**config.mk**
```make
export PLATFORM = sky130hd
export DESIGN_NAME = pwm_channel_controller
export DESIGN_NICKNAME = d
export VERILOG_FILES = /design/src/rtl/pwm_channel_controller.sv
export SDC_FILE = /design/constraint.sdc
export NUM_CORES = 1
export LEC_CHECK = 0
export CAP_MARGIN = 20
export CORE_ASPECT_RATIO = 0.75
export CORE_MARGIN = 1.5
export CORE_UTILIZATION = 54
export CTS_CLUSTER_SIZE = 30
export DETAILED_ROUTE_END_ITERATION = 6
export PLACE_DENSITY_LB_ADDON = 0.15
export REMOVE_ABC_BUFFERS = 1
export SYNTH_ARGS = -nofsm -noshare
export SYNTH_HDL_FRONTEND = slang
export SYNTH_SLANG_ARGS = --single-unit
```
**constraint.sdc**
```tcl
create_clock -name clk -period 3.9 [get_ports clk]
set_clock_uncertainty 0.1 [all_clocks]
set_input_delay 0.78 -clock clk [delete_from_list [all_inputs] [get_ports clk]]
set_output_delay 0.78 -clock clk [all_outputs]
set_load 0.01 [all_outputs]
```
**src/rtl/pwm_channel_controller.sv**
```systemverilog
// 16-pin PWM channel controller: shared prescaler, period counter and duty.
// Define PWM_SYNC_UPDATE_EN to defer configuration changes to period wrap.
module pwm_channel_controller #(
   parameter int unsigned CLK_DIV = 13
) (
   input  logic        clk,
   input  logic        rst_n,
   input  logic [15:0] en_out,
   input  logic [15:0] en_pwm,
   input  logic [7:0]  duty,
   output logic [15:0] pins,
   output logic        period_start,
   output logic        cfg_pending
);

   localparam logic [15:0] DIV_M1 = 16'(CLK_DIV - 1);

   logic [15:0] psc_q, psc_d;
   logic [7:0]  cnt_q, cnt_d;
   logic        ps_q, ps_d;
   logic [15:0] pins_q, pins_d;
   logic [15:0] act_out_q, act_out_d;
   logic [15:0] act_pwm_q, act_pwm_d;
   logic [7:0]  act_duty_q, act_duty_d;
   logic        pend_q, pend_d;
   logic        tick;
   logic        wrap;
   logic        load;
   logic        level;

   assign tick = (psc_q == DIV_M1);
   assign wrap = tick && (cnt_q == 8'hFF);

   always_comb begin
      psc_d = tick ? 16'd0 : psc_q + 16'd1;
      cnt_d = tick ? cnt_q + 8'd1 : cnt_q;
      ps_d  = wrap;
   end

`ifdef PWM_SYNC_UPDATE_EN
   logic cfg_diff;

   assign cfg_diff = (en_out != act_out_q) ||
                     (en_pwm != act_pwm_q) ||
                     (duty != act_duty_q);
   assign load = wrap;

   always_comb begin
      pend_d = pend_q;
      if (wrap) begin
         pend_d = 1'b0;
      end else if (cfg_diff) begin
         pend_d = 1'b1;
      end
   end
`else
   assign load   = 1'b1;
   assign pend_d = 1'b0;
`endif

   always_comb begin
      act_out_d  = act_out_q;
      act_pwm_d  = act_pwm_q;
      act_duty_d = act_duty_q;
      if (load) begin
         act_out_d  = en_out;
         act_pwm_d  = en_pwm;
         act_duty_d = duty;
      end
   end

   // 0xFF is special-cased so full duty never drops at cnt==255
   always_comb begin
      level = 1'b0;
      if (act_duty_q == 8'hFF) begin
         level = 1'b1;
      end else begin
         level = (cnt_q < act_duty_q);
      end
   end

   always_comb begin
      pins_d = '0;
      for (int i = 0; i < 16; i++) begin
         pins_d[i] = act_out_q[i] & (~act_pwm_q[i] | level);
      end
   end

   always_ff @(posedge clk or negedge rst_n) begin
      if (!rst_n) begin
         psc_q      <= '0;
         cnt_q      <= '0;
         ps_q       <= 1'b0;
         pins_q     <= '0;
         act_out_q  <= '0;
         act_pwm_q  <= '0;
         act_duty_q <= '0;
         pend_q     <= 1'b0;
      end else begin
         psc_q      <= psc_d;
         cnt_q      <= cnt_d;
         ps_q       <= ps_d;
         pins_q     <= pins_d;
         act_out_q  <= act_out_d;
         act_pwm_q  <= act_pwm_d;
         act_duty_q <= act_duty_d;
         pend_q     <= pend_d;
      end
   end

   assign pins         = pins_q;
   assign period_start = ps_q;
   assign cfg_pending  = pend_q;

endmodule

```
==> summary.md <==
| Metric | Value |
|---|---|
| Outcome | `complete, no violations` |
| Final core occ | `0.718` |
| DR top layer | `met4` |
| Total power | `1.58 mW` |
| Core outline area | `5350 um^2` |
| Fillers | `382` |
| Critical Path, Cell by Cell | `ha_1 -> and4_1 -> o21ai_1 -> o32ai_4 -> a21boi_1` |
| CTS tree | `yes` |
| Post-CTS setup buffers | `0` |
| # H-tree levels | `3` |
| Met3 WL | `287 um` |
| DP Wirelength | `3520 um` |
| CTS root buf | `clkbuf_8` |
| CTS sink count | `81` |
| Die span in x | `89.3 um` |
| FF-to-FF setup slack | `1.57 ns` |
| Max-capacitance violation count | `0` |
| CTS clk-pin slew, worst paths | `0.08 ns` |
| Critical path launch point type | `register` |
| Final TNS setup | `0 ns` |
| Clk pwr share | `0.383` |
| Num ports | `60` |
| Slew @ Worst Pin | `0.962 ns` |
| Post-Syn Instances | `200` |
| Placer congestion estimate | `0.791` |
| #FFs+latches synth | `81` |
| Pins Over Slew Limit | `0` |
| Netlist cell types | `37` |
| Initial antenna violation count | `0` |
| Share of layout cells above drive strength 1 | `0.148` |
| Asr flop ratio synth | `1.00` |
| Worst Hold End | `pins[12]$_DFF_PN0_` |
| Area delta synth->final | `27.5%` |
| Wire length of the first global-routing pass | `8000 um` |
| Comb pwr share | `0.062` |
| GRT Total Usage | `0.188` |
| Longest Clk Path Bufs | `2` |
| DR WL met2 | `2530 um` |
| Most frequent cells in the layout | `dfrtp_1, clkdlybuf4s50_1, xnor2_1` |
| Crit path max fanout | `16` |
| Synth area leader | `dfrtp_1` |
| Post-CTS resize count | `0` |
| Initial DRT Pass Iterations | `4` |
| Final min period | `2.33 ns` |
| Post-DR wirelength/cell | `14.6 um` |
| Net Sw Power | `0.351 mW` |
| Antenna Nets Post-Route | `0` |
| Hold_sp | `act_pwm_q[12]$_DFF_PN0_` |
| Crit-path max cell delay | `0.84 ns` |
| Final period utilization | `0.598` |
| Number of DRC markers in iteration 0 | `66` |
| CTS Buf Count | `9` |
| Hold WC Path Type | `register to register` |
| RSZ-0062 raised after global routing | `false` |
| Vias/cell | `4.89` |
| Syn_area_per_cell | `15.1 um^2` |
| Commonest non-fill, non-tap cell in the layout | `dfrtp_1` |
| Top_reg_cell synth | `dfrtp_1` |
| Area fraction of the dominant cell type after synthesis | `0.672` |
| Row count | `23` |
| Die Height | `67.7 um` |
| Kind of critical path | `register to register` |
| Capturing point of the worst reg2reg path | `pins[11]$_DFF_PN0_` |
| Final hold vios | `0` |
| Gr ovfl total | `0` |
| Antenna cells | `0` |
| M1 WL | `2200 um` |
| Fin nets | `317` |
| Syn Std Cell Area | `3010 um^2` |
| Post-synthesis sequential area ratio | `0.672` |
| Final setup fails | `0` |
| F_max | `0.429 GHz` |
| Sw frac | `0.222` |
| Initial Util | `0.563` |
| Cells on worst reg2reg path | `5` |
| Die area | `6040 um^2` |
| Leak | `1.74 nW` |
| WP data required | `3.99 ns` |
| Hold Path Cell Cnt | `1` |
| Clock Latency Late Sink | `0.35 ns` |
| Worst Setup End Kind | `register` |
| Reg power frac | `0.555` |
| P_int | `1.23 mW` |
| Peak VDD IR | `0.255 mV` |
| Drt drc | `0` |
| Max_slew headroom | `0.358` |
| Hold Buf Count CTS | `0` |
| Yosys warning total | `0` |
| Final WL | `5040 um` |
| Vias in the first global route | `1731` |
| Largest net degree at the start of global routing | `82` |
| Dominant cells by area after synthesis | `dfrtp_1, ha_1, a21boi_2` |
| Critical Path AT | `2.42 ns` |
| IO buf count | `58` |
| Slowest-stage cell, CP | `o32ai_4` |
| EDFF count, synth | `0` |
| Total number of vias | `1688` |
| Critical R2R Launch | `cnt_q[5]$_DFFE_PN0N_` |
| Pwr Density | `411 nW/um^2` |
-- registers in the layout, indices dropped and copies added, names as in the netlist --
signal        cells
act_duty_q        8
act_out_q        16
act_pwm_q        16
cnt_q             8
period_start      1
pins             16
psc_q            16
-- worst max path at each step --
stage,end,slack [ns],cells after the start,startpoint
floorplan,pins[10]$_DFF_PN0_,1.89,5,cnt_q[4]$_DFFE_PN0N_
global placement,pins[14]$_DFF_PN0_,1.67,5,cnt_q[4]$_DFFE_PN0N_
detailed placement,pins[11]$_DFF_PN0_,1.57,5,cnt_q[6]$_DFFE_PN0N_
CTS,pins[11]$_DFF_PN0_,1.53,5,cnt_q[5]$_DFFE_PN0N_
global route,pins[11]$_DFF_PN0_,1.44,5,cnt_q[5]$_DFFE_PN0N_
finish,pins[11]$_DFF_PN0_,1.57,5,cnt_q[5]$_DFFE_PN0N_
-- cell usage after synthesis, types with 2 or more instances --
master	n
dfrtp_1	81
xnor2_1	11
a21boi_2	10
ha_1	10
inv_1	10
nor2_1	10
nand3_1	7
xor2_1	7
a21boi_1	6
nand4_1	6
nand2_1	5
and3_1	4
and4_1	4
xnor2_2	3
buf_4	2
nand2_2	2
nor3_1	2
-- metrics by stage --
step / hold WS (ns) / setup slack (ns) / cells / area, um^2
floorplan: 0.294 / 1.89 / 196 / 2970
CTS: 0.314 / 1.53 / 345 / 3840
detailed placement: 0.300 / 1.57 / 329 / 3640
global route: 0.324 / 1.44 / 345 / 3840
finish: 0.314 / 1.57 / 345 / 3840
global placement: 0.296 / 1.67 / 329 / 3640
-- final cells by class --
class,instances,area (um^2),area share
inverters,10,37.5,0.00977
well taps,75,93.8,0.0244
multi-input cells,105,903,0.235
flip-flops and latches,81,2030,0.527
clock buffers,9,124,0.0322
clock inverters,7,80.1,0.0208
repair buffers,58,578,0.150
-- critical path: cells and delay by family (launching register included) --
kind	cells	cell delay (ns)
fa+ha+maj	1	0.33
flops	1	0.45
simple gates	1	0.19
compound gates	3	1.11
-- cells by family after synthesis --
logic type | Yosys count | share of synthesized area
compound gates | 23 | 0.0822
simple gates | 49 | 0.103
buf+inv | 14 | 0.0278
other cells | 1 | 0.00124
mux | 1 | 0.00374
fa+ha+maj | 10 | 0.0415
flops | 81 | 0.672
xor+xnor | 21 | 0.0685
-- layer usage --
| layer | global-route usage | up-vias |
|---|---|---|
| met2 | 0.305 | 45 |
| met4 | 0.0731 | 0 |
| met3 | 0.0709 | 4 |
| li1 | - | 808 |
| met5 | 0 | - |
| met1 | 0.229 | 831 |
-- power by group through the flow --
stage | clock network (mW) | logic (mW) | registers, mW
after floorplan | 0 | 0.0165 | 0.898
after global placement | 0 | 0.0973 | 0.894
after detailed placement | 0 | 0.0992 | 0.895
after CTS | 0.623 | 0.0998 | 0.879
after global routing | 0.658 | 0.107 | 0.882
final | 0.606 | 0.0974 | 0.878
No activity file was read; power rests on OpenSTA's default activity.
